[src/rtl/bsg_axil_rr_arbiter_pkg.sv]
// bsg_axil_rr_arbiter_pkg
//   Shared types and constants for the AXI4-Lite round-robin arbiter:
//   the arbiter FSM state encoding, AXI-Lite response codes and the
//   round-robin pointer advance helper.
package bsg_axil_rr_arbiter_pkg;

  typedef enum logic [2:0] {
    e_idle,
    e_waddr,
    e_wresp,
    e_raddr,
    e_rresp
  } state_e;

  localparam logic [1:0] OKAY   = 2'b00;
  localparam logic [1:0] SLVERR = 2'b10;

  // Pointer value after master g completes: g+1 wrapping at n.
  function automatic int unsigned rr_next(input int unsigned g, input int unsigned n);
    return (g + 1 >= n) ? 0 : g + 1;
  endfunction

endpackage

[src/rtl/bsg_axil_rr_arbiter_pick.sv]
// bsg_axil_rr_pick
//   Combinational round-robin priority encoder. The search starts at
//   ptr_i and wraps; the first set request bit wins.
//   req_i : request vector, one bit per master
//   ptr_i : index with highest priority this round
//   id_o  : winning index (0 when v_o is low)
//   v_o   : at least one request present
module bsg_axil_rr_pick
  import bsg_axil_rr_arbiter_pkg::*;
#(
  parameter int unsigned num_p  = 2,
  parameter int unsigned id_w_p = 1
) (
  input  logic [num_p-1:0]  req_i,
  input  logic [id_w_p-1:0] ptr_i,
  output logic [id_w_p-1:0] id_o,
  output logic              v_o
);

  int unsigned idx;

  // Scan from lowest to highest priority so the last hit (ptr_i itself
  // when requesting) overrides earlier ones.
  always_comb begin
    v_o  = 1'b0;
    id_o = '0;
    idx  = 0;
    for (int unsigned k = 0; k < num_p; k++) begin
      idx = (32'(ptr_i) + (num_p - 1 - k)) % num_p;
      if (req_i[idx[id_w_p-1:0]]) begin
        v_o  = 1'b1;
        id_o = idx[id_w_p-1:0];
      end
    end
  end

endmodule

[src/rtl/bsg_axil_rr_arbiter.sv]
// bsg_axil_rr_arbiter
//   Shares one AXI4-Lite slave port among num_masters_p AXI4-Lite masters
//   with one transaction in flight at a time, granted round-robin.
//   aclk_i / aresetn_i : clock, asynchronous active-low reset
//   s_aw*, s_w*, s_b*, s_ar*, s_r* : per-master upstream channels (packed
//                                    [num_masters_p] arrays)
//   m_*                 : shared downstream port
//   grant_id_o          : current owner, meaningful while busy_o is high
//   busy_o              : a transaction is in flight
module bsg_axil_rr_arbiter
  import bsg_axil_rr_arbiter_pkg::*;
#(
  parameter int unsigned num_masters_p = 2,
  parameter int unsigned addr_width_p  = 32,
  parameter int unsigned data_width_p  = 32,
  localparam int unsigned gw_lp        = $clog2(num_masters_p),
  localparam int unsigned strb_w_lp    = data_width_p / 8
) (
  input  logic                                         aclk_i,
  input  logic                                         aresetn_i,

  input  logic [num_masters_p-1:0][addr_width_p-1:0]   s_awaddr_i,
  input  logic [num_masters_p-1:0][2:0]                s_awprot_i,
  input  logic [num_masters_p-1:0]                     s_awvalid_i,
  output logic [num_masters_p-1:0]                     s_awready_o,

  input  logic [num_masters_p-1:0][data_width_p-1:0]   s_wdata_i,
  input  logic [num_masters_p-1:0][strb_w_lp-1:0]      s_wstrb_i,
  input  logic [num_masters_p-1:0]                     s_wvalid_i,
  output logic [num_masters_p-1:0]                     s_wready_o,

  output logic [num_masters_p-1:0][1:0]                s_bresp_o,
  output logic [num_masters_p-1:0]                     s_bvalid_o,
  input  logic [num_masters_p-1:0]                     s_bready_i,

  input  logic [num_masters_p-1:0][addr_width_p-1:0]   s_araddr_i,
  input  logic [num_masters_p-1:0][2:0]                s_arprot_i,
  input  logic [num_masters_p-1:0]                     s_arvalid_i,
  output logic [num_masters_p-1:0]                     s_arready_o,

  output logic [num_masters_p-1:0][data_width_p-1:0]   s_rdata_o,
  output logic [num_masters_p-1:0][1:0]                s_rresp_o,
  output logic [num_masters_p-1:0]                     s_rvalid_o,
  input  logic [num_masters_p-1:0]                     s_rready_i,

  output logic [addr_width_p-1:0]                      m_awaddr_o,
  output logic [2:0]                                   m_awprot_o,
  output logic                                         m_awvalid_o,
  input  logic                                         m_awready_i,

  output logic [data_width_p-1:0]                      m_wdata_o,
  output logic [strb_w_lp-1:0]                         m_wstrb_o,
  output logic                                         m_wvalid_o,
  input  logic                                         m_wready_i,

  input  logic [1:0]                                   m_bresp_i,
  input  logic                                         m_bvalid_i,
  output logic                                         m_bready_o,

  output logic [addr_width_p-1:0]                      m_araddr_o,
  output logic [2:0]                                   m_arprot_o,
  output logic                                         m_arvalid_o,
  input  logic                                         m_arready_i,

  input  logic [data_width_p-1:0]                      m_rdata_i,
  input  logic [1:0]                                   m_rresp_i,
  input  logic                                         m_rvalid_i,
  output logic                                         m_rready_o,

  output logic [gw_lp-1:0]                             grant_id_o,
  output logic                                         busy_o
);

  state_e             state_q, state_d;
  logic [gw_lp-1:0]   grant_q, grant_d;
  logic [gw_lp-1:0]   ptr_q, ptr_d;
  logic               aw_done_q, aw_done_d;
  logic               w_done_q, w_done_d;

  logic [gw_lp-1:0]   pick_id;
  logic               pick_v;

  bsg_axil_rr_pick #(
    .num_p  (num_masters_p),
    .id_w_p (gw_lp)
  ) u_pick (
    .req_i (s_awvalid_i | s_arvalid_i),
    .ptr_i (ptr_q),
    .id_o  (pick_id),
    .v_o   (pick_v)
  );

  // Request payloads are muxed by the registered grant; response payloads
  // fan out to everyone and only the valids are steered.
  assign m_awaddr_o = s_awaddr_i[grant_q];
  assign m_awprot_o = s_awprot_i[grant_q];
  assign m_wdata_o  = s_wdata_i[grant_q];
  assign m_wstrb_o  = s_wstrb_i[grant_q];
  assign m_araddr_o = s_araddr_i[grant_q];
  assign m_arprot_o = s_arprot_i[grant_q];

  assign s_bresp_o  = {num_masters_p{m_bresp_i}};
  assign s_rdata_o  = {num_masters_p{m_rdata_i}};
  assign s_rresp_o  = {num_masters_p{m_rresp_i}};

  assign grant_id_o = grant_q;
  assign busy_o     = (state_q != e_idle);

  always_comb begin
    state_d     = state_q;
    grant_d     = grant_q;
    ptr_d       = ptr_q;
    aw_done_d   = aw_done_q;
    w_done_d    = w_done_q;
    s_awready_o = '0;
    s_wready_o  = '0;
    s_bvalid_o  = '0;
    s_arready_o = '0;
    s_rvalid_o  = '0;
    m_awvalid_o = 1'b0;
    m_wvalid_o  = 1'b0;
    m_bready_o  = 1'b0;
    m_arvalid_o = 1'b0;
    m_rready_o  = 1'b0;

    unique case (state_q)
      e_idle: begin
        // Grant is registered here; nothing is forwarded until next cycle.
        if (pick_v) begin
          grant_d = pick_id;
          state_d = s_awvalid_i[pick_id] ? e_waddr : e_raddr;
        end
      end

      e_waddr: begin
        // AW and W complete independently; each is masked once accepted.
        m_awvalid_o             = s_awvalid_i[grant_q] & ~aw_done_q;
        s_awready_o[grant_q]    = m_awready_i & ~aw_done_q;
        m_wvalid_o              = s_wvalid_i[grant_q] & ~w_done_q;
        s_wready_o[grant_q]     = m_wready_i & ~w_done_q;
        aw_done_d               = aw_done_q | (m_awvalid_o & m_awready_i);
        w_done_d                = w_done_q | (m_wvalid_o & m_wready_i);
        if (aw_done_d && w_done_d) state_d = e_wresp;
      end

      e_wresp: begin
        s_bvalid_o[grant_q] = m_bvalid_i;
        m_bready_o          = s_bready_i[grant_q];
        if (m_bvalid_i && m_bready_o) begin
          aw_done_d = 1'b0;
          w_done_d  = 1'b0;
          ptr_d     = gw_lp'(rr_next(32'(grant_q), num_masters_p));
          state_d   = e_idle;
        end
      end

      e_raddr: begin
        m_arvalid_o          = s_arvalid_i[grant_q];
        s_arready_o[grant_q] = m_arready_i;
        if (m_arvalid_o && m_arready_i) state_d = e_rresp;
      end

      e_rresp: begin
        s_rvalid_o[grant_q] = m_rvalid_i;
        m_rready_o          = s_rready_i[grant_q];
        if (m_rvalid_i && m_rready_o) begin
          ptr_d   = gw_lp'(rr_next(32'(grant_q), num_masters_p));
          state_d = e_idle;
        end
      end

      default: state_d = e_idle;
    endcase
  end

  always_ff @(posedge aclk_i or negedge aresetn_i) begin
    if (!aresetn_i) begin
      state_q   <= e_idle;
      grant_q   <= '0;
      ptr_q     <= '0;
      aw_done_q <= 1'b0;
      w_done_q  <= 1'b0;
    end else begin
      state_q   <= state_d;
      grant_q   <= grant_d;
      ptr_q     <= ptr_d;
      aw_done_q <= aw_done_d;
      w_done_q  <= w_done_d;
    end
  end

`ifndef SYNTHESIS
  // Masters must hold valid until accepted; the arbiter does not recover.
  property p_hold(logic v, logic r);
    @(posedge aclk_i) disable iff (!aresetn_i) (v && !r) |=> v;
  endproperty

  a_aw_hold: assert property (p_hold(m_awvalid_o, m_awready_i))
    else $error("awvalid dropped before handshake");
  a_w_hold:  assert property (p_hold(m_wvalid_o, m_wready_i))
    else $error("wvalid dropped before handshake");
  a_ar_hold: assert property (p_hold(m_arvalid_o, m_arready_i))
    else $error("arvalid dropped before handshake");
`endif

endmodule

[config.mk]
export PLATFORM = sky130hd
export DESIGN_NAME = bsg_axil_rr_arbiter
export DESIGN_NICKNAME = d
export VERILOG_FILES = /design/src/rtl/bsg_axil_rr_arbiter_pkg.sv /design/src/rtl/bsg_axil_rr_arbiter_pick.sv /design/src/rtl/bsg_axil_rr_arbiter.sv
export SDC_FILE = /design/constraint.sdc
export NUM_CORES = 1
export LEC_CHECK = 0
export BUFFER_PORTS_ARGS = -buffer_cell sky130_fd_sc_hd__buf_4
export CAP_MARGIN = 30
export CORE_AREA = 2 2 181 183
export CTS_CLUSTER_SIZE = 24
export DETAILED_ROUTE_END_ITERATION = 8
export DIE_AREA = 0 0 183 185
export GPL_ROUTABILITY_DRIVEN = 0
export GPL_TIMING_DRIVEN = 0
export PLACE_DENSITY = 0.32
export SLEW_MARGIN = 20
export SYNTH_ARGS = -nofsm -noshare
export SYNTH_HDL_FRONTEND = slang
export SYNTH_SLANG_ARGS = --single-unit
[constraint.sdc]
create_clock -name aclk_i -period 2 [get_ports aclk_i]
set_input_delay 0.4 -clock aclk_i [delete_from_list [all_inputs] [get_ports aclk_i]]
set_output_delay 0.4 -clock aclk_i [all_outputs]
set_load 0.01 [all_outputs]
==> summary.txt <==
Global route
  • Initial antenna violation count: 1
  • Global-route usage over all layers: 9.40%
  • Vias in the first global route: 3456
  • Overall overflow remaining after global route: 0
  • Largest net degree at the start of global routing: 11
  • First-pass GRT wire length: 23600 um

Clocking
  • CTS tree: yes
  • Number of clock sinks seen by CTS: 7
  • Clk_lat worst skew: 230 ps
  • TritonCTS Buffers: 3
  • Clock edge transition at the registers on the reported setup and hold paths: 40 ps
  • H-tree depth: 1
  • CTS Root Buffer Type: clkbuf_16
  • Bufs on Longest Clock Path: 2

Timing
  • Setup_tns: -21.0 ps
  • Worst clock skew: 1.09 ps
  • RSZ-0062 raised after global routing: yes
  • Worst-case headroom to the max-slew limit: 69.1%
  • Number of setup violations in the final report: 1
  • Maximum clock frequency: 495 MHz
  • Slew of the pin with the lowest slew margin: 451 ps
  • Final Hold Fails: 0
  • Worst path setup slack after routing: -21.0 ps
  • Final Critical Period: 2020 ps
  • Count of pins over their slew limit: 0
  • Period Utilization, post-route: 101%

Synth
  • Area fraction of the dominant cell type after synthesis: 48.5%
  • Prevailing post-synth register cell: dfrtp_1
  • Instance count of the mapped netlist: 272
  • Xor/xnor share of the synthesized area: 0%
  • Count of cell types in the netlist: 36
  • Synth async-reset ratio: 100%
  • Yosys reg bits: 7
  • Fraction of the mapped netlist area in compound gates: 6.51%
  • Post-synthesis share of cell area spent on full adders, half adders and majority gates: 0%
  • Sequential area share after synthesis: 7.12%
  • Biggest area consumer among synthesized cells: mux2_2
  • Mux cell area share after synthesis: 50.6%
  • Post-Syn Nets: 537
  • Number of synthesized flops with an enable pin: 0
  • Area of the mapped netlist: 0.00246 sq mm
  • Ranking of synthesized cells by area: mux2_2 49%, buf_4 23%, dfrtp_1 7.1%
  • Avg Cell Area, Syn: 9.04 sq um
  • Total of warnings raised by yosys: 0
  • Largest family of logic cells by synthesized area: multiplexers
  • Simple-Gate Fraction of Synth Area: 8.85%

Layout
  • Fill count: 3587
  • Most common cell after layout, fill and taps aside: buf_4
  • Net count, final: 981
  • Post-Layout Cell Count: 1124
  • Highest-count cells in the layout ignoring fill and taps: 474 x buf_4, 63 x mux2_2, 43 x mux2_4, 42 x buf_6
  • Synth-to-layout area growth: 180%
  • Proportion of layout cells with a drive suffix above 1: 91.9%

Worst setup path
  • Startpoint types: register
  • Type of element capturing the critical path: primary output
  • Worst path max stage delay: 580 ps
  • Cell at the slowest stage of the critical path: or4_4
  • Worst Path Buf+Inv: 2
  • Maximum fanout encountered on the critical timing path: 10
  • Worst endpoint data arrival time: 1620 ps
  • Critical path class: register to primary output
  • Cell mode on critical path: buf_6
  • Delay-heaviest family, CP: simple AND/OR/NAND/NOR gates
  • Chain of cells forming the critical path: buf_6 > or4_4 > nor2_4 > buf_6
  • Data required, critical path: 1600 ps

Place
  • Post-detailed-placement half-perimeter wirelength: 16200 um
  • Count of placed standard cells including taps: 1103
  • Port Buffer Count: 423

Floorplan
  • Initial Utilization: 7.68%
  • Full die area: 0.0339 sq mm
  • Placeable core region: 0.0320 sq mm
  • Die Span Y: 185 um
  • Number of top-level pins: 460
  • X dimension of the die: 183 um
  • Rows: 66

Detailed routing
  • Final routed DRC violation total: 0
  • Count of antenna-violating nets left after detailed routing: 0
  • Average vias per placed instance: 3.21
  • Mean routed wirelength per cell: 16.4 um
  • Via Count: 3611
  • Count of routing violations after the opening detailed-route iteration: 80
  • DR pass1 iterations: 4
  • Detailed-route wire length: 18400 um

Power
  • Net Sw Power: 2.38 mW
  • Switching power as a share of total power: 40.0%
  • LEAKAGE: 3.51 nW
  • Peak ir drop on the vdd network: 0.398 mV
  • Int Power: 3.58 mW
  • Areal power density over the cells: 864 mW/mm^2
  • Share of power burned in the clock network: 5.9%
  • Fraction of power consumed by combinational cells: 89.6%
  • Sequential share of power: 4.5%

Flow run
  • Max Cap Viol: 0

Worst hold path
  • Hold crit path type: input port to register

Status
  • Failing checks: negative setup slack
  • Run status: finished with violations
routing by layer:
| metal | vias up | global-route usage [%] | wire (um) |
|---|---|---|---|
| li1 | 1789 | - | - |
| met1 | 1690 | 12.1 | 7550 |
| met2 | 132 | 17.6 | 10100 |
| met3 | 0 | 0.983 | 766 |
| met4 | 0 | 0.512 | 0 |
| met5 | - | 0 | 0 |
tightest hold or removal path: stages:
cell     delay, ps
buf_4          100
nor4_2          50
o32ai_1        110
path summary, 6_finish.rpt:
kind / startpoint / endpoint / slack [ps] / cells past startpoint
setup / recovery: state_q[1] / s_wready_o[1] / -20 / 4
hold / removal: s_awvalid_i[0] / state_q[0] / 490 / 3
setup reg to reg: grant_id_o / state_q[1] / 270 / 5
hold reg to reg: ptr_q / ptr_q / 550 / 1
max in group asynchronous: aresetn_i / grant_id_o / 1330 / 2
min in group asynchronous: aresetn_i / state_q[2] / 530 / 2
power by group through the flow:
stage	Clock, mW	Sequential, mW	Combinational [mW]
after global routing	0.365	0.281	5.67
after CTS	0.355	0.268	4.95
after detailed placement	0	0.276	4.34
after global placement	0	0.277	4.39
final	0.349	0.271	5.34
after floorplan	0	0.256	2.29
state kept, by name (all words and copies together) (netlist names):
signal,flops
state_q,3
w_done_q,1
aw_done_q,1
ptr_q,1
grant_id_o,1
through the flow:
| step | cell area, sq um | worst slack, ps | hold WS, ps | total power, mW | util, % |
|---|---|---|---|---|---|
| after CTS | 6560 | -62.9 | 483 | 5.57 | 20.5 |
| after global placement | 6150 | -384 | 229 | 4.66 | 19.2 |
| after detailed placement | 6150 | -415 | 229 | 4.62 | 19.2 |
| final | 6900 | -21.0 | 489 | 5.96 | 21.5 |
| after floorplan | 2460 | 183 | 104 | 2.55 | - |
| after global routing | 6900 | -68.2 | 498 | 6.31 | 21.5 |
repair_timing:
action / 4_1_cts / 5_1_grt
pin swaps: 2 / 3
setup endpoints to repair: 119 / 83
hold buffers: 1 / 0
resized for setup: 65 / 77
endpoints found under the hold margin: 7 / 0
setup buffers: 10 / 6
kinds of logic (layout without fill, tap and decap cells):
family          count (synthesis)  after routing
mux                           111            111
buf+inv                        96            539
compound gates                 20             20
simple gates                   38             38
flops                           7              7
other cells                     0              1
area by class of cell:
class,count,area [sq um],area share [%]
inverter,8,33.8,0.490
multi-input combinational,169,1890,27.4
sequential,7,176,2.56
antenna,1,2.50,0.0363
buffer,87,748,10.8
tap,408,510,7.40
timing repair buffer,440,3460,50.1
clock buffer,4,78.8,1.14
synth_stat cells, types with 2 or more instances:
cell type and instances:
mux2_2 106, buf_4 77, buf_2 11, nor2_1 11
inv_1 8, dfrtp_1 7, mux2i_1 5, nand2_1 5
nor3_1 5, nor4_1 5, and2_1 3, nand2b_1 2
nor4_2 2, o21a_1 2, o21ai_0 2
Note: power is estimated with default switching activity, not from simulation.
